## src/rtl/airlock_ctrl.sv

```systemverilog
// -----------------------------------------------------------------------------
// airlock_ctrl
// Sequencer that moves one person between the dry inner side and the flooded
// outer side of an airlock. It owns the fill/drain/settle timers, latches and
// arbitrates arrive/leave requests, and drives the door and pump commands so
// that the inner and outer doors are never commanded open together.
//
// Optional feature macro: AIRLOCK_FAULT_EN
//   defined   : door-travel timeout and sensor-clash detection, latched FAULT
//   undefined : no timeout logic, FAULT unreachable, fault tied low
//
// Ports
//   clk            in   rising-edge clock
//   reset          in   asynchronous reset, active low
//   arrive_req     in   pulse: person outside wants to enter
//   leave_req      in   pulse: person inside wants to exit
//   person_present in   chamber occupied
//   inner_sw       in   inner door sensor (1 = open)
//   outer_sw       in   outer door sensor (1 = open)
//   inner_open     out  inner door open command
//   outer_open     out  outer door open command
//   filling        out  fill pump on
//   draining       out  drain pump on
//   level          out  chamber level (1 = high/filled)
//   busy           out  state is not IDLE
//   fault          out  latched fault indication
//   state          out  present state encoding
// -----------------------------------------------------------------------------
module airlock_ctrl #(
    parameter int FILL_CYCLES   = 50,
    parameter int DRAIN_CYCLES  = 50,
    parameter int SETTLE_CYCLES = 5,
    parameter int DOOR_TIMEOUT  = 100,
    parameter int TIMER_W       = 8,
    parameter int INIT_LEVEL    = 0
) (
    input  logic       clk,
    input  logic       reset,
    input  logic       arrive_req,
    input  logic       leave_req,
    input  logic       person_present,
    input  logic       inner_sw,
    input  logic       outer_sw,
    output logic       inner_open,
    output logic       outer_open,
    output logic       filling,
    output logic       draining,
    output logic       level,
    output logic       busy,
    output logic       fault,
    output logic [2:0] state
);

    localparam logic [2:0] ST_IDLE    = 3'd0;
    localparam logic [2:0] ST_EQ_A    = 3'd1;
    localparam logic [2:0] ST_OPEN_A  = 3'd2;
    localparam logic [2:0] ST_CLOSE_A = 3'd3;
    localparam logic [2:0] ST_EQ_B    = 3'd4;
    localparam logic [2:0] ST_OPEN_B  = 3'd5;
    localparam logic [2:0] ST_CLOSE_B = 3'd6;

    localparam logic [TIMER_W-1:0] FILL_LD   = TIMER_W'(FILL_CYCLES - 1);
    localparam logic [TIMER_W-1:0] DRAIN_LD  = TIMER_W'(DRAIN_CYCLES - 1);
    localparam logic [TIMER_W-1:0] SETTLE_LD = TIMER_W'(SETTLE_CYCLES - 1);
    localparam logic               INIT_LVL  = (INIT_LEVEL != 0) ? 1'b1 : 1'b0;

    logic [2:0]         state_q, state_d;
    logic [TIMER_W-1:0] cnt_q, cnt_d;
    logic               level_q, level_d;
    // dir_q = 1 for arrive (entry = outer door, entry level = high), 0 for leave.
    // The entry level therefore equals dir_q, and the exit level is its inverse.
    logic               dir_q, dir_d;
    logic               pend_arr_q, pend_arr_d;
    logic               pend_lv_q, pend_lv_d;

    logic eff_arr_s, eff_lv_s, serve_arr_s;
    logic entry_sw_s, exit_sw_s;

    // A pulse arriving while IDLE is served on the same edge it is sampled.
    assign eff_arr_s   = pend_arr_q | arrive_req;
    assign eff_lv_s    = pend_lv_q | leave_req;
    // With both pending, serve the one needing no equalisation (high -> arrive).
    assign serve_arr_s = (eff_arr_s && eff_lv_s) ? level_q : eff_arr_s;
    assign entry_sw_s  = dir_q ? outer_sw : inner_sw;
    assign exit_sw_s   = dir_q ? inner_sw : outer_sw;

`ifdef AIRLOCK_FAULT_EN
    localparam logic [2:0]         ST_FAULT = 3'd7;
    localparam logic [TIMER_W-1:0] TMO_LAST = TIMER_W'(DOOR_TIMEOUT - 1);

    logic [TIMER_W-1:0] tmo_q, tmo_d;
    logic               door_late_s, timeout_s, sw_clash_s;

    // Commanded door not yet at its commanded position in the current state.
    always_comb begin
        door_late_s = 1'b0;
        case (state_q)
            ST_OPEN_A:  door_late_s = ~entry_sw_s;
            ST_CLOSE_A: door_late_s = entry_sw_s;
            ST_OPEN_B:  door_late_s = ~exit_sw_s;
            ST_CLOSE_B: door_late_s = exit_sw_s;
            default:    door_late_s = 1'b0;
        endcase
    end

    assign timeout_s  = door_late_s && (tmo_q == TMO_LAST);
    assign sw_clash_s = inner_sw & outer_sw;
`endif

    // Next-state, counter, level and request bookkeeping.
    always_comb begin
        state_d    = state_q;
        cnt_d      = cnt_q;
        level_d    = level_q;
        dir_d      = dir_q;
        pend_arr_d = pend_arr_q | arrive_req;
        pend_lv_d  = pend_lv_q | leave_req;
        case (state_q)
            ST_IDLE: begin
                if (eff_arr_s || eff_lv_s) begin
                    dir_d = serve_arr_s;
                    if (serve_arr_s) begin
                        pend_arr_d = 1'b0;
                    end else begin
                        pend_lv_d = 1'b0;
                    end
                    if (level_q != serve_arr_s) begin
                        state_d = ST_EQ_A;
                        cnt_d   = serve_arr_s ? FILL_LD : DRAIN_LD;
                    end else begin
                        state_d = ST_OPEN_A;
                    end
                end else begin
                    state_d = ST_IDLE;
                end
            end
            ST_EQ_A, ST_EQ_B: begin
                if (cnt_q == '0) begin
                    level_d = ~level_q;
                    state_d = (state_q == ST_EQ_A) ? ST_OPEN_A : ST_OPEN_B;
                end else begin
                    cnt_d = cnt_q - TIMER_W'(1);
                end
            end
            ST_OPEN_A: begin
                if (entry_sw_s && person_present) begin
                    state_d = ST_CLOSE_A;
                    cnt_d   = SETTLE_LD;
                end else begin
                    state_d = ST_OPEN_A;
                end
            end
            ST_CLOSE_A: begin
                if (entry_sw_s) begin
                    cnt_d = SETTLE_LD;
                end else if (cnt_q == '0) begin
                    state_d = ST_EQ_B;
                    // Exit level is the inverse of the entry level: arrive drains.
                    cnt_d   = dir_q ? DRAIN_LD : FILL_LD;
                end else begin
                    cnt_d = cnt_q - TIMER_W'(1);
                end
            end
            ST_OPEN_B: begin
                if (exit_sw_s && !person_present) begin
                    state_d = ST_CLOSE_B;
                    cnt_d   = SETTLE_LD;
                end else begin
                    state_d = ST_OPEN_B;
                end
            end
            ST_CLOSE_B: begin
                if (exit_sw_s) begin
                    cnt_d = SETTLE_LD;
                end else if (cnt_q == '0) begin
                    state_d = ST_IDLE;
                end else begin
                    cnt_d = cnt_q - TIMER_W'(1);
                end
            end
`ifdef AIRLOCK_FAULT_EN
            ST_FAULT: begin
                pend_arr_d = pend_arr_q;
                pend_lv_d  = pend_lv_q;
            end
`endif
            default: begin
                state_d = ST_IDLE;
            end
        endcase
`ifdef AIRLOCK_FAULT_EN
        if ((state_q != ST_FAULT) && (sw_clash_s || timeout_s)) begin
            state_d = ST_FAULT;
        end else begin
            state_d = state_d;
        end
        // Door-travel timer restarts on every state entry and saturates.
        if (state_d != state_q) begin
            tmo_d = '0;
        end else if (tmo_q == TMO_LAST) begin
            tmo_d = tmo_q;
        end else begin
            tmo_d = tmo_q + TIMER_W'(1);
        end
`endif
    end

    // Sequencer state registers.
    always_ff @(posedge clk or negedge reset) begin
        if (!reset) begin
            state_q    <= ST_IDLE;
            cnt_q      <= '0;
            level_q    <= INIT_LVL;
            dir_q      <= 1'b0;
            pend_arr_q <= 1'b0;
            pend_lv_q  <= 1'b0;
        end else begin
            state_q    <= state_d;
            cnt_q      <= cnt_d;
            level_q    <= level_d;
            dir_q      <= dir_d;
            pend_arr_q <= pend_arr_d;
            pend_lv_q  <= pend_lv_d;
        end
    end

`ifdef AIRLOCK_FAULT_EN
    // Door-travel timeout counter.
    always_ff @(posedge clk or negedge reset) begin
        if (!reset) begin
            tmo_q <= '0;
        end else begin
            tmo_q <= tmo_d;
        end
    end

    assign fault = (state_q == ST_FAULT);
`else
    assign fault = 1'b0;
`endif

    // Commands are decoded from registered state only; each door is driven in
    // mutually exclusive states, so both can never be open together.
    assign inner_open = ((state_q == ST_OPEN_A) && !dir_q) || ((state_q == ST_OPEN_B) && dir_q);
    assign outer_open = ((state_q == ST_OPEN_A) && dir_q) || ((state_q == ST_OPEN_B) && !dir_q);
    assign filling    = ((state_q == ST_EQ_A) && dir_q) || ((state_q == ST_EQ_B) && !dir_q);
    assign draining   = ((state_q == ST_EQ_A) && !dir_q) || ((state_q == ST_EQ_B) && dir_q);
    assign level      = level_q;
    assign busy       = (state_q != ST_IDLE);
    assign state      = state_q;

endmodule

```

## config.mk

```make
export PLATFORM = sky130hd
export DESIGN_NAME = airlock_ctrl
export DESIGN_NICKNAME = d
export VERILOG_FILES = /design/src/rtl/airlock_ctrl.sv
export SDC_FILE = /design/constraint.sdc
export NUM_CORES = 1
export LEC_CHECK = 0
export CORE_UTILIZATION = 58
export DETAILED_ROUTE_END_ITERATION = 12
export PLACE_DENSITY = 0.93
export SLEW_MARGIN = 25
export SYNTH_ARGS = -nofsm -noshare
export SYNTH_HDL_FRONTEND = slang
export SYNTH_SLANG_ARGS = --single-unit
```

## constraint.sdc

```tcl
create_clock -name clk -period 4.85 [get_ports clk]
set_input_delay 0.97 -clock clk [delete_from_list [all_inputs] [get_ports clk]]
set_output_delay 0.97 -clock clk [all_outputs]
set_load 0.02 [all_outputs]
```

-- Word level (Yosys, flattened, before mapping)
Index checks and enable logic that the tools add are counted.
- register bits after elaboration: 15
- word-level logic and storage cells: 82
- input bits: 7
- output and inout port bits: 10
- eq/ne operators: 16
- $add $sub $neg: 1
- bitwise operators: 3
- reductions and logical operators: 27
- multiplexer cells: 29
- operators by type and width (kind ; number):
    8-bit two-way mux ; 8
    8-bit case mux with 6 select lines ; 1
    3-bit two-way mux ; 7
    2-bit inequality test, second input constant ; 9
    3-bit case mux with 6 select lines ; 1
    1-bit logical AND ; 11
    1-bit two-way mux ; 10
    5-bit AND reduction ; 2
    3-bit == test, second input constant ; 3
    8-bit logical NOT ; 1
    8-bit by 1-bit subtractor with 8-bit output, second input constant ; 1
    3-bit by 2-bit == test with 1-bit output, second input constant ; 2
    6-bit nonzero test ; 1
    1-bit logical OR ; 5
    2-bit two-way mux ; 2
    2-bit AND reduction ; 2
    3-bit by 1-bit == test with 1-bit output, second input constant ; 1
    3-bit logical NOT ; 1
    3-bit nonzero test ; 1
    1-bit logical NOT ; 2
    1-bit bitwise OR ; 2
    2-bit OR reduction ; 1
    1-bit inequality test ; 1
    1-bit inverter ; 1

-- Logic depth before layout (Yosys ltp)
Gate-level depths: netlist of run 1.
- depth in word-level cells: 7
- depth in mapped cells: 10
- mapped depth without buffers: 10

-- Least setup slack after synthesis of run 1
No wires, ideal clock.
- kind: flip-flop to output port
- start: reg state_q[1] (netlist: state[1])
- end: out outer_open
- path slack: 2.406 ns
- cell stages (with the launch flop): 5
- data arrival time: 1.474 ns
- required time: 3.880 ns
- buffers on the path: 2
- cell sequence: dfrtp_1 -> buf_2 -> buf_1 -> nand2_1 -> mux2i_1
- word-level cells in the longest chain between the ends: 3
- elaborated cells between the ends (all ways): 5
- those cells by class: eq/ne: 2; reduce/logical: 3
- ends and longest elaborated chain (what ; RTL line ; text):
    start, declared ; 67 ; logic [2:0] state_q, state_d;
    start signal, assigned ; 218 ; state_q <= state_d;
    3-bit by 2-bit == test with 1-bit output / 3-bit == test (equally long branches) ; 245 ; assign outer_open = ((state_q == ST_OPEN_A) && dir_q) || ((state_q == ST_OPEN_B) && !dir_q);
    1-bit logical AND ; 245 ;
    1-bit logical OR * ; 245 ;
    end, declared ; 45 ; output logic outer_open,
Mark *: on every way between the ends. The rest lies on a longest branch, timed or not.

-- Worst setup path in the final report of run 1
- start: reg state_q[0] (netlist: state[0])
- end: out inner_open
- word-level cells in the longest chain between the ends: 3
- elaborated cells between the ends (all ways): 5
- those cells by class: eq/ne: 2; reduce/logical: 3
- ends and longest elaborated chain (what ; RTL line ; text):
    3-bit by 2-bit == test with 1-bit output / 3-bit == test (equally long branches) ; 244 ; assign inner_open = ((state_q == ST_OPEN_A) && !dir_q) || ((state_q == ST_OPEN_B) && dir_q);
    1-bit logical AND ; 244 ;
    1-bit logical OR * ; 244 ;
    end, declared ; 44 ; output logic inner_open,
Marked as above.

==> impl_metrics.env, run 1 <==
export IMPL_max_slew_margin_rel_pct=53.5
export IMPL_max_freq_mhz=308
export IMPL_drc=0
export IMPL_drt_iter0_drc=69
export IMPL_chipWidth_um=48.4
export IMPL_yosys_cell_types_count=55
export IMPL_nFillCells=135
export IMPL_endpoint_kind="output port"
export IMPL_cts_tree="done"
export IMPL_p_sw_share_pct=51.4
export IMPL_wl_per_cell_um=16.3
export IMPL_p_clk_share_pct=6.8
export IMPL_place_area_mm2=0.00137
export IMPL_worstMarginPinSlew_ps=698
export IMPL_cp_slowest_stage_delay_ps=650
export IMPL_drt_total_wl_um=2940
export IMPL_r2r_start="cnt_q[0]$_DFFE_PN0P_"
export IMPL_io_pins=17
export IMPL_reg2regPathDepth=10
export IMPL_dpl_hpwl_um=2160
export IMPL_worstSetupStartpointType="flop"
export IMPL_fin_skew_ps=4.78
export IMPL_slew_viol_final=0
export IMPL_ys_seq_area_share_pct=30.1
export IMPL_p_leak_nw=0.565
export IMPL_rows=16
export IMPL_hold_viol=0
export IMPL_power_density_mw_per_mm2=775
export IMPL_synth_edf_count=0
export IMPL_final_antenna_net_count=0
export IMPL_place_inst=176
export IMPL_grt_pass1_vias=1127
export IMPL_clock_sinks=15
export IMPL_final_cells=180
export IMPL_cts_buffers=3
export IMPL_slowest_stage="dfrtp_1"
export IMPL_synthArstFlopShare_pct=100
export IMPL_cts_hold_fix_buffers=0
export IMPL_antenna_found_initial=0
export IMPL_drive_gt1_share_pct=10.5
export IMPL_cts_resized=0
export IMPL_r2r_end="cnt_q[0]$_DFFE_PN0P_"
export IMPL_clk_latency_ps=290
export IMPL_seq_area_um2=375
export IMPL_rsz0062_at_grt="no"
export IMPL_layout_worst_path_cycle_share_pct=66.9
export IMPL_p_switching_mw=0.556
export IMPL_crit_fanout=21
export IMPL_postCtsSetupBuffers=0
export IMPL_area_growth_pct=11.9
export IMPL_ys_ff_latch=15
export IMPL_p_total_mw=1.08
export IMPL_min_from="cnt_q[6]$_DFFE_PN0P_"
export IMPL_overflow=0
export IMPL_required_ps=3880
export IMPL_ys_top_cells_by_count="nor2_1, dfrtp_1, inv_1, mux2i_1, o21ai_1"
export IMPL_start_util_pct=62.9
export IMPL_setup_violations=0
export IMPL_p_int_mw=0.526
export IMPL_yosysMostFrequentCell="nor2_1"
export IMPL_final_cell_area_mm2=0.00140
export IMPL_syn_nets=152
export IMPL_core_area_mm2=0.00198
export IMPL_vias=1174
export IMPL_portBuffers=15
export IMPL_holdPathStages=1
export IMPL_ctsLongestPathBuffers=2
export IMPL_min_path_type="reg2reg"
export IMPL_pwr_share_comb_pct=65.4
export IMPL_grt_use_total_pct=27.3
export IMPL_dp_slack_ps=1940
export IMPL_ys_flop_type="dfrtp_1"
export IMPL_yosys_area_top_type_share_pct=30.1
export IMPL_htreeDepth=1
export IMPL_cts_root_buf="clkbuf_4"
export IMPL_cp_arrival_ps=2270
export IMPL_final_min_clock_period_ps=3240
export IMPL_ir_worst_vdd_uv=393
export IMPL_critPathKind="reg2out"
export IMPL_min_to="cnt_q[6]$_DFFE_PN0P_"
export IMPL_gp_congestion=0.887
export IMPL_multi_input_area_um2=763
export IMPL_synth_cells=143
export IMPL_r2r_slack_ps=2640
export IMPL_grt_max_degree=24
export IMPL_status="complete, no violations"
export IMPL_setup_slack_ps=1610
export IMPL_setup_tns_ps=0
export IMPL_nets=163
export IMPL_yosys_warnings=0
export IMPL_antenna_cells=0
export IMPL_via_per_inst=6.52
export IMPL_netlist_area_mm2=0.00125
export IMPL_drt_first_pass_iters=4
export IMPL_power_frac_seq_pct=27.8
export IMPL_drv_cap=0
export IMPL_synthTopCellsByArea="dfrtp_1, mux2i_1, nor2_1"
export IMPL_syn_avg_cell_area_um2=8.72
export IMPL_dieArea_mm2=0.00234
export IMPL_die_height_um=48.4
export IMPL_synth_top_cell_by_area="dfrtp_1"
export IMPL_crit_path_cell_trace="nor2_1, nand2_1, mux2i_1, clkdlybuf4s50_1"
export IMPL_cts_clk_slew_worst_paths_ps=90
export IMPL_grt_pass1_wl_um=4950
sequential cells by signal, indices dropped and copies added (netlist names):
register and flops:
dir_q 1, level 1, pend_arr_q 1, cnt_q 8
state 3, pend_lv_q 1
layer usage:
layer | share of wire, % | up-vias | global-route usage (%)
met4 | 2.7 | 0 | 7.84
met2 | 49 | 61 | 48.1
li1 | - | 541 | -
met3 | 7.4 | 11 | 6.29
met5 | 0 | - | 0
met1 | 41 | 561 | 33.2
layout make-up:
| type | count | area share (%) |
|---|---|---|
| Sequential cell | 15 | 26.9 |
| Tap cell | 27 | 2.42 |
| Multi-Input combinational cell | 107 | 54.7 |
| Clock buffer | 4 | 1.88 |
| Inverter | 12 | 3.41 |
| Timing Repair Buffer | 15 | 10.8 |
power groups by stage:
stage | Clock [mW] | Combinational, mW | Sequential, mW
after global routing | 0.0808 | 0.764 | 0.313
after global placement | 0 | 0.655 | 0.292
after detailed placement | 0 | 0.697 | 0.299
after floorplan | 0 | 0.600 | 0.242
final | 0.0736 | 0.708 | 0.301
after CTS | 0.0750 | 0.700 | 0.296
worst max-delay path: cells and delay by family (launching register included):
kind / cells / cell delay (ps)
flops: 1 / 650
buf+inv: 1 / 640
simple gates: 2 / 510
mux: 1 / 180
through the flow:
stage                     util [%]  hold slack, ps
final                         70.5             537
after global routing          70.5             565
after CTS                     70.5             531
after detailed placement      69.1             516
after global placement        69.1             487
after floorplan                  -             464
cells in the final DEF, fill, tap and decap left out, types with 3 or more instances in the layout:
cell type and n:
mux2i_1 8, nor2_1 16, clkbuf_4 3, or3_1 3
nor3b_1 3, nand2_1 6, a31oi_1 3, a21oi_1 6
o21ai_1 8, clkdlybuf4s50_1 15, inv_1 11, nor3_1 3
dfrtp_1 15, o21ai_0 6
how the worst max path moves through the flow:
stage,startpoint,end,slack [ps],depth (start not counted)
6_report,state[0]$_DFFE_PN0P_,inner_open,1610,4
3_5_place_dp,state[0]$_DFFE_PN0P_,inner_open,1940,4
3_3_place_gp,state[0]$_DFFE_PN0P_,outer_open,2030,4
4_1_cts,state[0]$_DFFE_PN0P_,inner_open,1620,4
2_1_floorplan,state[1]$_DFFE_PN0P_,outer_open,2410,4
5_1_grt,state[0]$_DFFE_PN0P_,inner_open,1490,4
cells by family (layout without fill, tap and decap cells):
| group | Yosys count | after routing | synth area share [%] |
|---|---|---|---|
| xor+xnor | 3 | 3 | 2.71 |
| fa+ha+maj | 3 | 3 | 2.81 |
| buf+inv | 21 | 31 | 8.73 |
| simple gates | 45 | 45 | 21.3 |
| compound gates | 46 | 46 | 26.8 |
| flops | 15 | 15 | 30.1 |
| other cells | 1 | 1 | 0.301 |
| mux | 9 | 9 | 7.32 |
Power figures use the tool's default switching activity.
==> inputs of run 2 (changes only) <==
Settings changed: CORE_UTILIZATION 58 to 49, PLACE_DENSITY 0.93 to 0.84.
Clock period 4.85 ns to 2.6 ns, I/O delays scaled along.
==> impl_metrics.env, run 2 (synthesis gave the netlist of run 1 again) <==
export IMPL_status="complete, no violations"
export IMPL_setup_tns_ps=0
export IMPL_start_util_pct=54.3
export IMPL_drt_first_pass_iters=5
export IMPL_largest_reg_flops=8
export IMPL_max_slew_margin_rel_pct=55.0
export IMPL_drv_cap=0
export IMPL_slew_viol_final=0
export IMPL_cts_clk_slew_worst_paths_ps=100
export IMPL_nets=167
export IMPL_final_min_clock_period_ps=2470
export IMPL_cts_hold_fix_buffers=0
export IMPL_seq_area_um2=377
export IMPL_power_frac_seq_pct=24.4
export IMPL_fin_skew_ps=5.32
export IMPL_setup_violations=0
export IMPL_ctsLongestPathBuffers=2
export IMPL_cp_arrival_ps=1950
export IMPL_io_pins=17
export IMPL_grt_pass1_vias=1045
export IMPL_area_growth_pct=15.0
export IMPL_layout_worst_path_cycle_share_pct=95.1
export IMPL_die_height_um=52.5
export IMPL_drt_iter0_drc=44
export IMPL_max_freq_mhz=404
export IMPL_cts_buffers=3
export IMPL_wl_per_cell_um=14.9
export IMPL_p_leak_nw=0.588
export IMPL_htreeDepth=1
export IMPL_chipWidth_um=52.5
export IMPL_endpoint_kind="output port"
export IMPL_rsz0062_at_grt="no"
export IMPL_clock_sinks=15
export IMPL_final_cell_mix="nor2_1, clkdlybuf4s50_1, dfrtp_1"
export IMPL_grt_max_degree=16
export IMPL_p_clk_share_pct=7.1
export IMPL_largest_register="cnt_q"
export IMPL_dpl_hpwl_um=2080
export IMPL_crit_fanout=12
export IMPL_cts_tree="done"
export IMPL_grt_pass1_wl_um=4590
export IMPL_multi_input_area_um2=768
export IMPL_pwr_share_comb_pct=68.5
export IMPL_clk_latency_ps=300
export IMPL_ir_worst_vdd_uv=790
export IMPL_drt_total_wl_um=2760
export IMPL_overflow=0
export IMPL_min_path_type="reg2reg"
export IMPL_grt_use_total_pct=23.0
export IMPL_p_sw_share_pct=50.1
export IMPL_drive_gt1_share_pct=14.6
export IMPL_place_inst=181
export IMPL_drc=0
export IMPL_gp_congestion=0.843
export IMPL_final_common_cell="nor2_1"
export IMPL_p_switching_mw=1.03
export IMPL_antenna_found_initial=0
export IMPL_p_int_mw=1.02
export IMPL_postCtsSetupBuffers=0
export IMPL_vias=1127
export IMPL_worstSetupStartpointType="flop"
export IMPL_final_cells=185
export IMPL_antenna_cells=0
export IMPL_power_density_mw_per_mm2=1430
export IMPL_critPathKind="reg2out"
export IMPL_cts_resized=0
export IMPL_cts_root_buf="clkbuf_4"
export IMPL_portBuffers=15
export IMPL_rows=17
export IMPL_via_per_inst=6.09
export IMPL_final_antenna_net_count=0
export IMPL_dieArea_mm2=0.00275
export IMPL_hold_viol=0
export IMPL_worstMarginPinSlew_ps=673
export IMPL_core_area_mm2=0.00230
export IMPL_nFillCells=180
export IMPL_required_ps=2080
==> run 2: power groups by stage <==
stage               combinational [mW]  clock, mW  sequential, mW
floorplan                         1.12          0           0.451
global placement                  1.34          0           0.486
detailed placement                1.39          0           0.495
CTS                               1.40      0.146           0.493
global route                      1.54      0.152           0.522
finish                            1.40      0.145           0.500
==> run 2: layer usage <==
layer | wire [µm] | GRT usage, % | vias up
met5 | 0 | 0 | -
li1 | - | - | 554
met2 | 1320 | 37.6 | 34
met1 | 1270 | 30.1 | 535
met3 | 129 | 2.61 | 4
met4 | 39 | 10.5 | 0
==> run 2: worst paths after layout <==
kind	from	endpoint	slack (ps)	cells after the start
max reg2reg	cnt_q[0]$_DFFE_PN0P_	cnt_q[0]$_DFFE_PN0P_	500	10
max	state[0]$_DFFE_PN0P_	draining	130	4
min in group asynchronous	reset	cnt_q[2]$_DFFE_PN0P_	620	1
min	cnt_q[6]$_DFFE_PN0P_	cnt_q[6]$_DFFE_PN0P_	530	1
max in group asynchronous	reset	dir_q$_DFFE_PN0P_	1510	1
min reg2reg	cnt_q[6]$_DFFE_PN0P_	cnt_q[6]$_DFFE_PN0P_	530	1
==> run 2: metrics by stage <==
step | power (mW) | setup WS (ps) | hold slack [ps] | cell area [µm²] | util, %
2_1_floorplan | 1.57 | 606 | 224 | 1250 | -
3_3_place_gp | 1.82 | 248 | 487 | 1400 | 61.0
3_5_place_dp | 1.89 | 184 | 502 | 1400 | 61.0
4_1_cts | 2.03 | 107 | 518 | 1430 | 62.2
5_1_grt | 2.21 | 6.86 | 554 | 1440 | 62.5
6_report | 2.05 | 128 | 531 | 1440 | 62.5
==> run 2: final cells by class <==
class,count,area share (%)
clock buffers,3,1.57
clock inverters,1,0.349
inverters,12,3.31
multi-input cells,107,53.5
flip-flops and latches,15,26.2
well taps,28,2.44
repair buffers,19,12.6
==> run 2: worst max-delay path: stages, from the launching register on <==
cell and delay (ps):
dfrtp_1 600, nor3b_1 300, nor2_1 70, nor2_1 90, clkdlybuf4s50_1 600
==> inputs of run 3 (changes only) <==
Settings changed: CORE_MARGIN set to 2.
==> impl_metrics.env, run 3 (synthesis gave the netlist of run 1 again) <==
export IMPL_die_height_um=54.5
export IMPL_vias=1137
export IMPL_final_antenna_net_count=0
export IMPL_drt_iter0_drc=32
export IMPL_cp_arrival_ps=1970
export IMPL_drv_cap=0
export IMPL_cts_clk_slew_worst_paths_ps=100
export IMPL_antenna_cells=0
export IMPL_cts_root_buf="clkbuf_4"
export IMPL_endpoint_kind="output port"
export IMPL_nets=166
export IMPL_crit_path_cell_trace="buf_4, nor3_2, inv_1, clkdlybuf4s50_1"
export IMPL_dp_slack_ps=206
export IMPL_ctsLongestPathBuffers=2
export IMPL_area_growth_pct=14.6
export IMPL_largest_reg_flops=8
export IMPL_gp_congestion=0.833
export IMPL_required_ps=2080
export IMPL_multi_input_area_um2=766
export IMPL_critPathBufInv=3
export IMPL_clock_sinks=15
export IMPL_critPathKind="reg2out"
export IMPL_slowest_stage="clkdlybuf4s50_1"
export IMPL_drc=0
export IMPL_final_min_clock_period_ps=2490
export IMPL_setup_slack_ps=110
export IMPL_cts_tree="done"
export IMPL_nFillCells=214
export IMPL_overflow=0
export IMPL_status="complete, no violations"
export IMPL_setup_tns_ps=0
export IMPL_clk_latency_ps=300
export IMPL_crit_family="buffers and inverters"
export IMPL_power_frac_seq_pct=24.1
export IMPL_max_freq_mhz=402
export IMPL_htreeDepth=1
export IMPL_start_util_pct=50.8
export IMPL_grt_use_total_pct=21.6
export IMPL_max_slew_margin_rel_pct=53.7
export IMPL_final_cells=186
export IMPL_seq_area_um2=379
export IMPL_pwr_share_comb_pct=68.9
export IMPL_core_area_mm2=0.00245
export IMPL_grt_pass1_vias=1011
export IMPL_drive_gt1_share_pct=15.4
export IMPL_ir_worst_vdd_uv=695
export IMPL_rsz0062_at_grt="no"
export IMPL_setup_violations=0
export IMPL_final_cell_mix="nor2_1, clkdlybuf4s50_1, dfrtp_1"
export IMPL_chipWidth_um=54.5
export IMPL_min_path_type="reg2reg"
export IMPL_worstSetupStartpointType="flop"
export IMPL_drt_total_wl_um=2880
export IMPL_cp_slowest_stage_delay_ps=560
export IMPL_largest_register="cnt_q"
export IMPL_p_switching_mw=1.04
export IMPL_via_per_inst=6.11
export IMPL_layout_worst_path_cycle_share_pct=95.8
export IMPL_grt_pass1_wl_um=4540
export IMPL_antenna_found_initial=0
export IMPL_p_int_mw=1.01
export IMPL_drt_first_pass_iters=4
export IMPL_portBuffers=15
export IMPL_fin_skew_ps=3.32
export IMPL_p_sw_share_pct=50.6
export IMPL_hold_viol=0
export IMPL_io_pins=17
export IMPL_power_density_mw_per_mm2=1430
export IMPL_dpl_hpwl_um=2080
export IMPL_cts_buffers=3
export IMPL_wl_per_cell_um=15.5
export IMPL_place_inst=182
export IMPL_rows=18
export IMPL_crit_fanout=11
export IMPL_p_clk_share_pct=7.0
export IMPL_dieArea_mm2=0.00297
export IMPL_grt_max_degree=16
export IMPL_fin_hold_ws_ps=531
export IMPL_worstMarginPinSlew_ps=692
export IMPL_p_leak_nw=0.579
export IMPL_slew_viol_final=0
export IMPL_p_total_mw=2.05
## run 3: changes by cell type in the layout (fill, tap and decap cells not counted), sizes merged
cell | before | now
buf | 4 | 3
## run 3: timing repair
| action | in CTS | in global routing |
|---|---|---|
| endpoints found under the setup margin | 0 | 5 |
| resized for setup | 0 | 4 |
| hold buffers | 0 | 0 |
| setup buffers | 0 | 0 |
## run 3: area by class of cell
type / instances / share of cell area, %
clock inverters: 1 / 0.350
inverters: 12 / 3.32
clock buffers: 3 / 1.57
flip-flops and latches: 15 / 26.5
repair buffers: 18 / 12.1
multi-input cells: 107 / 53.5
well taps: 30 / 2.62
## run 3: final timing paths
path / from / to / slack (ps) / depth (start not counted)
worst min register to register: cnt_q[6]$_DFFE_PN0P_ / cnt_q[6]$_DFFE_PN0P_ / 530 / 1
worst max register to register: cnt_q[0]$_DFFE_PN0P_ / cnt_q[0]$_DFFE_PN0P_ / 500 / 10
worst min-delay path: cnt_q[6]$_DFFE_PN0P_ / cnt_q[6]$_DFFE_PN0P_ / 530 / 1
worst max-delay path: state[0]$_DFFE_PN0P_ / busy / 110 / 4
min in group asynchronous: reset / cnt_q[0]$_DFFE_PN0P_ / 630 / 1
max in group asynchronous: reset / state[0]$_DFFE_PN0P_ / 1490 / 1
## run 3: power groups by stage
| stage | clock network, mW | registers, mW | logic [mW] |
|---|---|---|---|
| 3_3_place_gp | 0 | 0.475 | 1.34 |
| 4_1_cts | 0.145 | 0.481 | 1.40 |
| 6_report | 0.144 | 0.494 | 1.41 |
| 3_5_place_dp | 0 | 0.486 | 1.38 |
| 2_1_floorplan | 0 | 0.451 | 1.12 |
| 5_1_grt | 0.164 | 0.508 | 1.55 |
## run 3: through the flow
stage	util [%]	cell area, µm²
CTS	58.0	1420
global route	58.3	1430
finish	58.3	1430
floorplan	-	1250
detailed placement	56.9	1400
global placement	56.9	1400
## run 3: routing by layer
metal / GRT usage (%) / vias up / share of wire (%)
met5: 0 / - / 0
li1: - / 550 / -
met4: 8.33 / 0 / 1.3
met3: 3.55 / 5 / 3.9
met2: 37.8 / 28 / 49
met1: 26.3 / 554 / 45
## run 3: worst reg2reg max path, delay by kind of cell (launching register included)
family	cells	cell delay, ps
simple gates	3	680
fa+ha+maj	2	480
flops	1	410
compound gates	2	270
buf+inv	3	210
